==> src/rtl/piso_tx_if.sv <==
// piso_tx_if: handshake and serial-output bundle for piso_tx.
//   din_valid/din   : parallel word offered by the producer
//   din_ready       : serializer can take a word this cycle
//   q/q_valid/last  : registered serial bit, its qualifier, final-bit flag
//   busy            : a word is being shifted out
// Modports: slave = serializer side, master = producer/consumer side.
interface piso_tx_if #(
  parameter int WIDTH = 4
);
  logic             din_valid;
  logic [WIDTH-1:0] din;
  logic             din_ready;
  logic             q;
  logic             q_valid;
  logic             last;
  logic             busy;

  modport slave (
    input  din_valid,
    input  din,
    output din_ready,
    output q,
    output q_valid,
    output last,
    output busy
  );

  modport master (
    output din_valid,
    output din,
    input  din_ready,
    input  q,
    input  q_valid,
    input  last,
    input  busy
  );
endinterface

==> src/rtl/piso_tx.sv <==
// piso_tx: parallel-in / serial-out transmitter with valid/ready intake.
// Ports:
//   clk   : sole clock, rising edge
//   reset : asynchronous, active-high
//   bus   : piso_tx_if slave modport (din_valid, din, din_ready, q,
//           q_valid, last, busy)
// A word accepted on a handshake edge appears on q over the next WIDTH
// cycles, MSB or LSB first. A new word may be taken while the final bit is
// on q, giving gap-free back-to-back streaming.
module piso_tx #(
  parameter int WIDTH     = 4,
  parameter bit MSB_FIRST = 1'b1
) (
  input  logic      clk,
  input  logic      reset,
  piso_tx_if.slave  bus
);

  localparam int CW = (WIDTH > 1) ? $clog2(WIDTH) : 1;
  localparam logic [CW-1:0] CNT_LAST = CW'(WIDTH - 1);

  typedef enum logic {
    IDLE  = 1'b0,
    SHIFT = 1'b1
  } state_e;

  state_e           state_q, state_d;
  logic [CW-1:0]    cnt_q, cnt_d;
  logic [WIDTH-1:0] sreg_q, sreg_d;
  logic             q_q, q_d;
  logic             q_valid_q, q_valid_d;

  logic is_last;
  logic ready;
  logic accept;

  // Next-state logic: load on handshake, otherwise shift or fall back to IDLE.
  always_comb begin
    // last/ready depend only on registered state and counter
    is_last   = (state_q == SHIFT) && (cnt_q == CNT_LAST);
    ready     = (state_q == IDLE) || is_last;
    accept    = bus.din_valid && ready;

    state_d   = state_q;
    cnt_d     = cnt_q;
    sreg_d    = sreg_q;
    q_d       = q_q;
    q_valid_d = q_valid_q;

    if (accept) begin
      // First bit goes straight to q; sreg keeps the remaining bits,
      // aligned so the next bit always sits at the output end.
      state_d   = SHIFT;
      cnt_d     = '0;
      q_valid_d = 1'b1;
      if (MSB_FIRST) begin
        q_d    = bus.din[WIDTH-1];
        sreg_d = {bus.din[WIDTH-2:0], 1'b0};
      end else begin
        q_d    = bus.din[0];
        sreg_d = {1'b0, bus.din[WIDTH-1:1]};
      end
    end else if (state_q == SHIFT) begin
      if (is_last) begin
        state_d   = IDLE;
        cnt_d     = '0;
        sreg_d    = '0;
        q_d       = 1'b0;
        q_valid_d = 1'b0;
      end else begin
        cnt_d     = cnt_q + {{(CW-1){1'b0}}, 1'b1};
        q_valid_d = 1'b1;
        if (MSB_FIRST) begin
          q_d    = sreg_q[WIDTH-1];
          sreg_d = {sreg_q[WIDTH-2:0], 1'b0};
        end else begin
          q_d    = sreg_q[0];
          sreg_d = {1'b0, sreg_q[WIDTH-1:1]};
        end
      end
    end else begin
      state_d   = IDLE;
      cnt_d     = '0;
      sreg_d    = '0;
      q_d       = 1'b0;
      q_valid_d = 1'b0;
    end
  end

  // State, counter, shift register and registered serial outputs.
  always_ff @(posedge clk or posedge reset) begin
    if (reset) begin
      state_q   <= IDLE;
      cnt_q     <= '0;
      sreg_q    <= '0;
      q_q       <= 1'b0;
      q_valid_q <= 1'b0;
    end else begin
      state_q   <= state_d;
      cnt_q     <= cnt_d;
      sreg_q    <= sreg_d;
      q_q       <= q_d;
      q_valid_q <= q_valid_d;
    end
  end

  assign bus.din_ready = ready;
  assign bus.q         = q_q;
  assign bus.q_valid   = q_valid_q;
  assign bus.last      = is_last;
  assign bus.busy      = (state_q == SHIFT);

endmodule

==> src/flat_wrapper.sv <==
// flat-port wrapper written by rule: the top's interface ports become plain ports
module piso_tx_flat 
#(
  parameter int WIDTH     = 4,
  parameter bit MSB_FIRST = 1'b1
)
  (clk, reset, bus_din_valid, bus_din, bus_din_ready, bus_q, bus_q_valid, bus_last, bus_busy);
  piso_tx_if #(.WIDTH(WIDTH)) bus_i ();
  input  logic clk;
  input  logic reset;
  input wire logic [$bits(bus_i.din_valid)-1:0] bus_din_valid;
  input wire logic [$bits(bus_i.din)-1:0] bus_din;
  output wire logic [$bits(bus_i.din_ready)-1:0] bus_din_ready;
  output wire logic [$bits(bus_i.q)-1:0] bus_q;
  output wire logic [$bits(bus_i.q_valid)-1:0] bus_q_valid;
  output wire logic [$bits(bus_i.last)-1:0] bus_last;
  output wire logic [$bits(bus_i.busy)-1:0] bus_busy;
  assign bus_i.din_valid = bus_din_valid;
  assign bus_i.din = bus_din;
  assign bus_din_ready = bus_i.din_ready;
  assign bus_q = bus_i.q;
  assign bus_q_valid = bus_i.q_valid;
  assign bus_last = bus_i.last;
  assign bus_busy = bus_i.busy;
  piso_tx #(.WIDTH(WIDTH), .MSB_FIRST(MSB_FIRST)) u_core (.clk(clk), .reset(reset), .bus(bus_i));
endmodule
==> config.mk <==
export PLATFORM = sky130hd
export DESIGN_NAME = piso_tx_flat
export DESIGN_NICKNAME = d
export VERILOG_FILES = /design/src/rtl/piso_tx_if.sv /design/src/rtl/piso_tx.sv /design/src/flat_wrapper.sv
export SDC_FILE = /design/constraint.sdc
export NUM_CORES = 1
export LEC_CHECK = 0
export ABC_AREA = 1
export CAP_MARGIN = 20
export CORE_AREA = 2 2 39 41
export CTS_BUF_LIST = sky130_fd_sc_hd__clkbuf_8
export DETAILED_ROUTE_END_ITERATION = 8
export DIE_AREA = 0 0 41 43
export PLACE_DENSITY_LB_ADDON = 0.25
export SLEW_MARGIN = 25
export SYNTH_ARGS = -nofsm -noshare
export SYNTH_HDL_FRONTEND = slang
export SYNTH_SLANG_ARGS = --single-unit
==> constraint.sdc <==
create_clock -name clk -period 1.7 [get_ports clk]
set_input_delay 0.255 -clock clk [delete_from_list [all_inputs] [get_ports clk]]
set_output_delay 0.255 -clock clk [all_outputs]
set_load 0.01 [all_outputs]
==> out/qor.yml, run 1 <==
clocking:
  clkLatencyLatePin_ns: 0.22
  htree_levels: 1
  ctsHoldBuffers: 0
  cts_tree: "built"
  clk_pin_slew_worst_paths_ns: 0.04
  clockBufferDepth: 2
  cts_buffers: 3
  clock-sinks: 7
  clockRootBuffer: "clkbuf_8"
route:
  drt_iter0_drc: 5
  routed_wl_um: 471
  viasPerCell: 3.71
  vias: 230
  detail_route.wl_per_cell_um: 7.60
  antenna_left: 0
  drtPass1Iterations: 2
  drcViolationCount: 0
setup_path:
  crit_chain: "clkdlybuf4s50_1"
  crit_end: "bus_q_valid"
  required_ns: 1.44
  worstReg2RegStart: "u_core.cnt_q[0]"
  end_kind: "output port"
  timing.critical_path.buf_inv: 1
  critPathKind: "register to output port"
  r2r_cells: 5
  startpoint: "u_core.bus.busy"
  r2r-end: "u_core.sreg_q[3]"
  worst-path-max-fanout: 5
  critical_path.max_stage_delay_ns: 0.58
  arrival_ns: 1.24
  critPathTopFamily: "buffers and inverters"
  start_kind: "register"
  slowest_stage: "clkdlybuf4s50_1"
  crit_cells: 1
  r2r_slack_ns: 0.75
final_layout:
  antennaDiodeCount: 0
  nNetsFinal: 55
  drive_above_1_share_pct: 21.7
  area_growth_pct: 58.9
power_and_ir_drop:
  power.leakage_nw: 0.263
  p_sw_w: 0.000262
  seqPwrFrac_pct: 33.4
  intPower_w: 0.000561
  powerDensity_mw_per_mm2: 1680
  irDropWorstVdd_uv: 588
  p_comb_share_pct: 40.1
  power_frac_clock_pct: 26.5
  sw_frac_of_total_pct: 31.8
global_routing:
  overflow: 0
  antenna_found_initial: 0
  grt_usage_pct: 7.60
  grt_pass1_wl_um: 883
  grt_pass1_vias: 223
  grt_max_degree: 8
floorplan:
  die_h_um: 43
  num_rows: 14
  start_util_pct: 22.2
  dieArea_mm2: 0.00176
  die_w_um: 41
  core_mm2: 0.00138
  io-pin-count: 12
sta:
  finalClockSkew_ns: 0.000228
  slew_viol_final: 0
  rsz0062_at_grt: "no"
  setup_slack_ns: 0.200
  fmax_ghz: 0.667
  slew-limit-headroom_pct: 82.3
  post-route-period-util_pct: 88.2
  setup_viol: 0
  min_period_ns: 1.50
  hold_violations: 0
  holdWs_ns: 0.273
  setup_tns_ns: 0
  worst_pin_slew_ns: 0.265
placement:
  place.gp.congestion: 0.678
  dp_slack_ns: 0.164
  port_buffers: 11
min_path:
  hold_class: "input pin to asynchronous set/reset pin"
synthesis:
  synth_seq_cells: 7
  ys_seq_area_share_pct: 56.9
  synth_cells: 32
  synth_area_um2: 308
  ys.warnings.count: 0
  syn_nets: 40
  syn_area_per_cell_um2: 9.62
  yosysUniqueCellTypes: 13
run:
  drv_cap: 0
status:
  outcome: "complete, no violations"
-- power by group through the flow --
stage | clock (W) | sequential, W | combinational (W)
5_1_grt | 0.000242 | 0.000281 | 0.000376
3_5_place_dp | 0 | 0.000268 | 0.000333
4_1_cts | 0.000226 | 0.000267 | 0.000329
6_report | 0.000218 | 0.000275 | 0.000330
2_1_floorplan | 0 | 0.000273 | 0.000191
3_3_place_gp | 0 | 0.000266 | 0.000335
-- routing by layer --
layer	up-vias	GRT usage [%]	share of wire, %
met5	-	0	0
met4	0	4.00	0
li1	121	-	-
met2	7	10.3	53
met3	0	3.14	6.6
met1	102	9.93	40
-- synth_stat cells --
cell | number | area (um^2)
or2_1 | 1 | 6.26
dfrtp_1 | 7 | 175
nor2_1 | 2 | 7.51
inv_1 | 4 | 15.0
nand2_1 | 7 | 26.3
inv_2 | 2 | 7.51
nand2_2 | 1 | 6.26
nor2_4 | 1 | 11.3
nor2_2 | 1 | 6.26
nand3_1 | 3 | 15.0
buf_4 | 1 | 7.51
ha_1 | 1 | 12.5
nand2_4 | 1 | 11.3
-- repair_timing --
| item | CTS | global route |
|---|---|---|
| setup endpoints to repair | 2 | 1 |
| gates resized for setup | 2 | 2 |
| setup buffers | 0 | 0 |
| endpoints found under the hold margin | 0 | 0 |
-- cells in the final DEF, fill, tap and decap left out --
master / Yosys / layout
clkdlybuf4s50_1: 0 / 9
nand2_1: 7 / 7
dfrtp_1: 7 / 7
inv_1: 4 / 5
nand3_1: 3 / 3
clkbuf_8: 0 / 3
inv_2: 2 / 2
nor2_1: 2 / 2
nand2_4: 1 / 1
nor2_4: 1 / 1
nand2_2: 1 / 1
nor2_2: 1 / 1
or2_1: 1 / 1
ha_4: 0 / 1
dlygate4sd2_1: 0 / 1
dlymetal6s2s_1: 0 / 1
-- cell families (layout without fill, tap and decap cells) --
family | after synthesis | count (layout) | share of synthesized area [%]
simple gates | 17 | 17 | 29.3
flops | 7 | 7 | 56.9
buf+inv | 7 | 21 | 9.76
fa+ha+maj | 1 | 1 | 4.06
-- per-stage QoR --
| stage | instances | instance area [um^2] | power, W | util, % |
|---|---|---|---|---|
| 2_1_floorplan | 32 | 308 | 0.000464 | - |
| 3_3_place_gp | 58 | 430 | 0.000601 | 31.1 |
| 3_5_place_dp | 58 | 430 | 0.000601 | 31.1 |
| 4_1_cts | 62 | 477 | 0.000821 | 34.4 |
| 5_1_grt | 62 | 489 | 0.000899 | 35.4 |
| 6_report | 62 | 489 | 0.000823 | 35.4 |
-- how the worst min path moves through the flow --
stage | from | end | slack [ns]
floorplan | reset | u_core.bus.busy | 0.06
global route | reset | u_core.bus.q | 0.31
finish | reset | u_core.bus.q | 0.27
global placement | u_core.cnt_q[0] | u_core.cnt_q[0] | 0.43
CTS | reset | u_core.bus.q | 0.29
detailed placement | u_core.cnt_q[0] | u_core.cnt_q[0] | 0.43
-- area by class of cell --
| cell class | count | area, um^2 |
|---|---|---|
| Fill cell | 143 | 895 |
| Sequential cell | 7 | 175 |
| Multi-Input combinational cell | 18 | 115 |
| Timing Repair Buffer | 11 | 111 |
| Clock buffer | 3 | 41.3 |
| Inverter | 6 | 22.5 |
| Tap cell | 16 | 20.0 |
| Clock inverter | 1 | 3.75 |
-- registers in the layout (all words and copies together) (netlist names) --
register,cells
u_core.bus.q,1
u_core.sreg_q,3
u_core.cnt_q,2
u_core.bus.busy,1
(Power assumes the default switching activity.)
==> run 2, diff against run 1 <==
ABC_CLOCK_PERIOD_IN_PS = 1400   (was unset)
CAP_MARGIN = 5   (was 20)
clock period = 1.4 ns   (was 1.7 ns; I/O delays follow)
==> run 2 against run 1 <==
  * Sequential share of layout area is 0.64 points lower
  * Flip-flop and latch count stayed put
  * Power is 30% higher
  * First-iteration DRC count is 100% lower
  * Design area is 2.6% higher
  * Setup slack worse by 0.15 ns
  * Largest cell class unchanged
==> out/qor.yml, run 2 (synthesis results as in run 1) <==
status:
  outcome: "complete, no violations"  # unchanged
power_and_ir_drop:
  power.leakage_nw: 0.253  # was 0.263 nW
  powerDensity_mw_per_mm2: 2120  # was 1680 mW/mm^2
  irDropWorstVdd_uv: 757  # was 588 uV
sta:
  finalClockSkew_ns: 0.000678  # was 0.000228 ns
  setup_tns_ns: 0  # unchanged
  slew_viol_final: 0  # unchanged
  rsz0062_at_grt: "no"  # unchanged
  post-route-period-util_pct: 96.6
  setup_slack_ns: 0.0478  # was 0.200 ns
  min_period_ns: 1.35
  hold_violations: 0  # unchanged
  fmax_ghz: 0.740
  slew-limit-headroom_pct: 82.6  # was 82.3%
  setup_viol: 0  # unchanged
  worst_pin_slew_ns: 0.261  # was 0.265 ns
global_routing:
  grt_max_degree: 8  # unchanged
  antenna_found_initial: 0  # unchanged
  grt_pass1_wl_um: 986  # was 883 um
  grt_pass1_vias: 240  # was 223
  overflow: 0  # unchanged
  grt_usage_pct: 9.72  # was 7.60%
route:
  drcViolationCount: 0  # unchanged
  viasPerCell: 3.89  # was 3.71
  detail_route.wl_per_cell_um: 9.67  # was 7.60 um
  antenna_left: 0  # unchanged
  drt_iter0_drc: 0  # was 5
  vias: 249  # was 230
  drtPass1Iterations: 1  # was 2
  routed_wl_um: 619  # was 471 um
placement:
  port_buffers: 11  # unchanged
  place.gp.congestion: 0.684  # was 0.678
  dpl.hpwl_um: 432
  dp_slack_ns: 0.00704  # was 0.164 ns
run:
  drv_cap: 0  # unchanged
clocking:
  cts_buffers: 3  # unchanged
  clk_pin_slew_worst_paths_ns: 0.04  # about the same
  clockBufferDepth: 2  # unchanged
  clkLatencyLatePin_ns: 0.23  # was 0.22 ns
  clock-sinks: 7  # unchanged
  htree_levels: 1  # unchanged
  cts_setup_buffers: 0  # unchanged
  clockRootBuffer: "clkbuf_8"  # unchanged
  cts_tree: "built"  # unchanged
setup_path:
  critPathTopFamily: "flip-flops"  # was buffers and inverters
  start_kind: "register"  # unchanged
  timing.critical_path.buf_inv: 2  # was 1
  crit_chain: "ha_4, inv_2, nand2_4, clkdlybuf4s15_1"  # was clkdlybuf4s50_1
  critical_path.max_stage_delay_ns: 0.41  # was 0.58 ns
  r2r_slack_ns: 0.34  # was 0.75 ns
  worst-path-max-fanout: 3  # was 5
  r2r-end: "u_core.sreg_q[3]"  # unchanged
  worstReg2RegStart: "u_core.cnt_q[0]"  # unchanged
  critPathKind: "register to output port"  # unchanged
  arrival_ns: 1.14  # was 1.24 ns
  required_ns: 1.19  # was 1.44 ns
  slowest_stage: "dfrtp_1"  # was clkdlybuf4s50_1
  r2r_cells: 6  # was 5
  end_kind: "output port"  # unchanged
final_layout:
  multiInputGateArea_um2: 115  # unchanged
  reg_top3: "u_core.sreg_q x3, u_core.cnt_q x2"  # unchanged
  seq_area_um2: 176  # was 175 um^2
  drive_above_1_share_pct: 27.1  # was 21.7%
  top_register: "u_core.sreg_q"  # unchanged
  num-fill-cells: 150  # was 143
  layout_common_cells: "7 x nand2_1, 7 x clkdlybuf4s50_1, 6 x dfrtp_1"  # was 9 x clkdlybuf4s50_1, 7 x nand2_1, 7 x dfrtp_1
  largest_register_ffs: 3  # unchanged
  nNetsFinal: 57  # was 55
  antennaDiodeCount: 0  # unchanged
  area_growth_pct: 63.0  # was 58.9%
floorplan:
  die_h_um: 43  # unchanged
  core_mm2: 0.00138  # unchanged
  dieArea_mm2: 0.00176  # unchanged
  die_w_um: 41  # unchanged
  num_rows: 14  # unchanged
  io-pin-count: 12  # unchanged
  start_util_pct: 22.2  # unchanged
min_path:
  hold_class: "input pin to asynchronous set/reset pin"  # unchanged
[run 2: how the worst max path moves through the flow]
stage,start,to,slack (ns),cells past startpoint
after global routing,u_core.cnt_q[0],bus_din_ready,0.01,4
after CTS,u_core.cnt_q[0],bus_din_ready,0.002,4
after detailed placement,u_core.cnt_q[0],bus_din_ready,0.007,4
after floorplan,u_core.cnt_q[0],u_core.bus.q,0.41,5
after global placement,u_core.cnt_q[0],bus_din_ready,0.02,4
final,u_core.cnt_q[0],bus_din_ready,0.05,4
[run 2: area by class of cell]
type                       count  area share (%)
clock buffer                   3            8.23
clock inverter                 1           0.748
sequential                     7            35.2
tap                           16            3.99
multi-input combinational     18            22.9
timing repair buffer          13            24.4
inverter                       6            4.49
[run 2: per-stage QoR]
stage | utilization, % | total power (W) | hold WS, ns | std cells | instance area (um^2)
3_3_place_gp | 32.2 | 0.000772 | 0.419 | 60 | 445
6_report | 36.3 | 0.00107 | 0.215 | 64 | 502
5_1_grt | 36.3 | 0.00114 | 0.267 | 64 | 502
3_5_place_dp | 32.2 | 0.000772 | 0.432 | 60 | 445
4_1_cts | 35.4 | 0.00104 | 0.227 | 64 | 489
2_1_floorplan | - | 0.000563 | 0.0134 | 32 | 308
[run 2: what timing repair did]
item,4_1_cts,5_1_grt
resized for setup,6,3
hold buffers,0,0
endpoints found under the setup margin,4,2
cloned,0,0
pin swaps,1,0
[run 2: layer usage]
metal  part of all wire, %  vias to the layer above  GRT usage, %
li1                      -                      125             -
met3                   5.8                        4          4.71
met1                    41                      111          11.6
met2                    47                        9          10.6
met5                     0                        -             0
met4                   5.8                        0          12.0
[run 2: worst reg2reg max path, delay by kind of cell (launching register included)]
| family | cells | cell delay, ns |
|---|---|---|
| adder cells (fa/ha/maj) | 1 | 0.18 |
| AND/OR/NAND/NOR | 3 | 0.15 |
| flip-flops | 1 | 0.41 |
| buffers and inverters | 2 | 0.21 |
[run 2: where the power goes]
part	switching (W)	internal, W	total [W]	leakage (nW)
logic	0.000205	0.000236	0.000441	0.139
clock network	0.0000927	0.000190	0.000283	0.0269
registers	0.0000577	0.000285	0.000342	0.0871
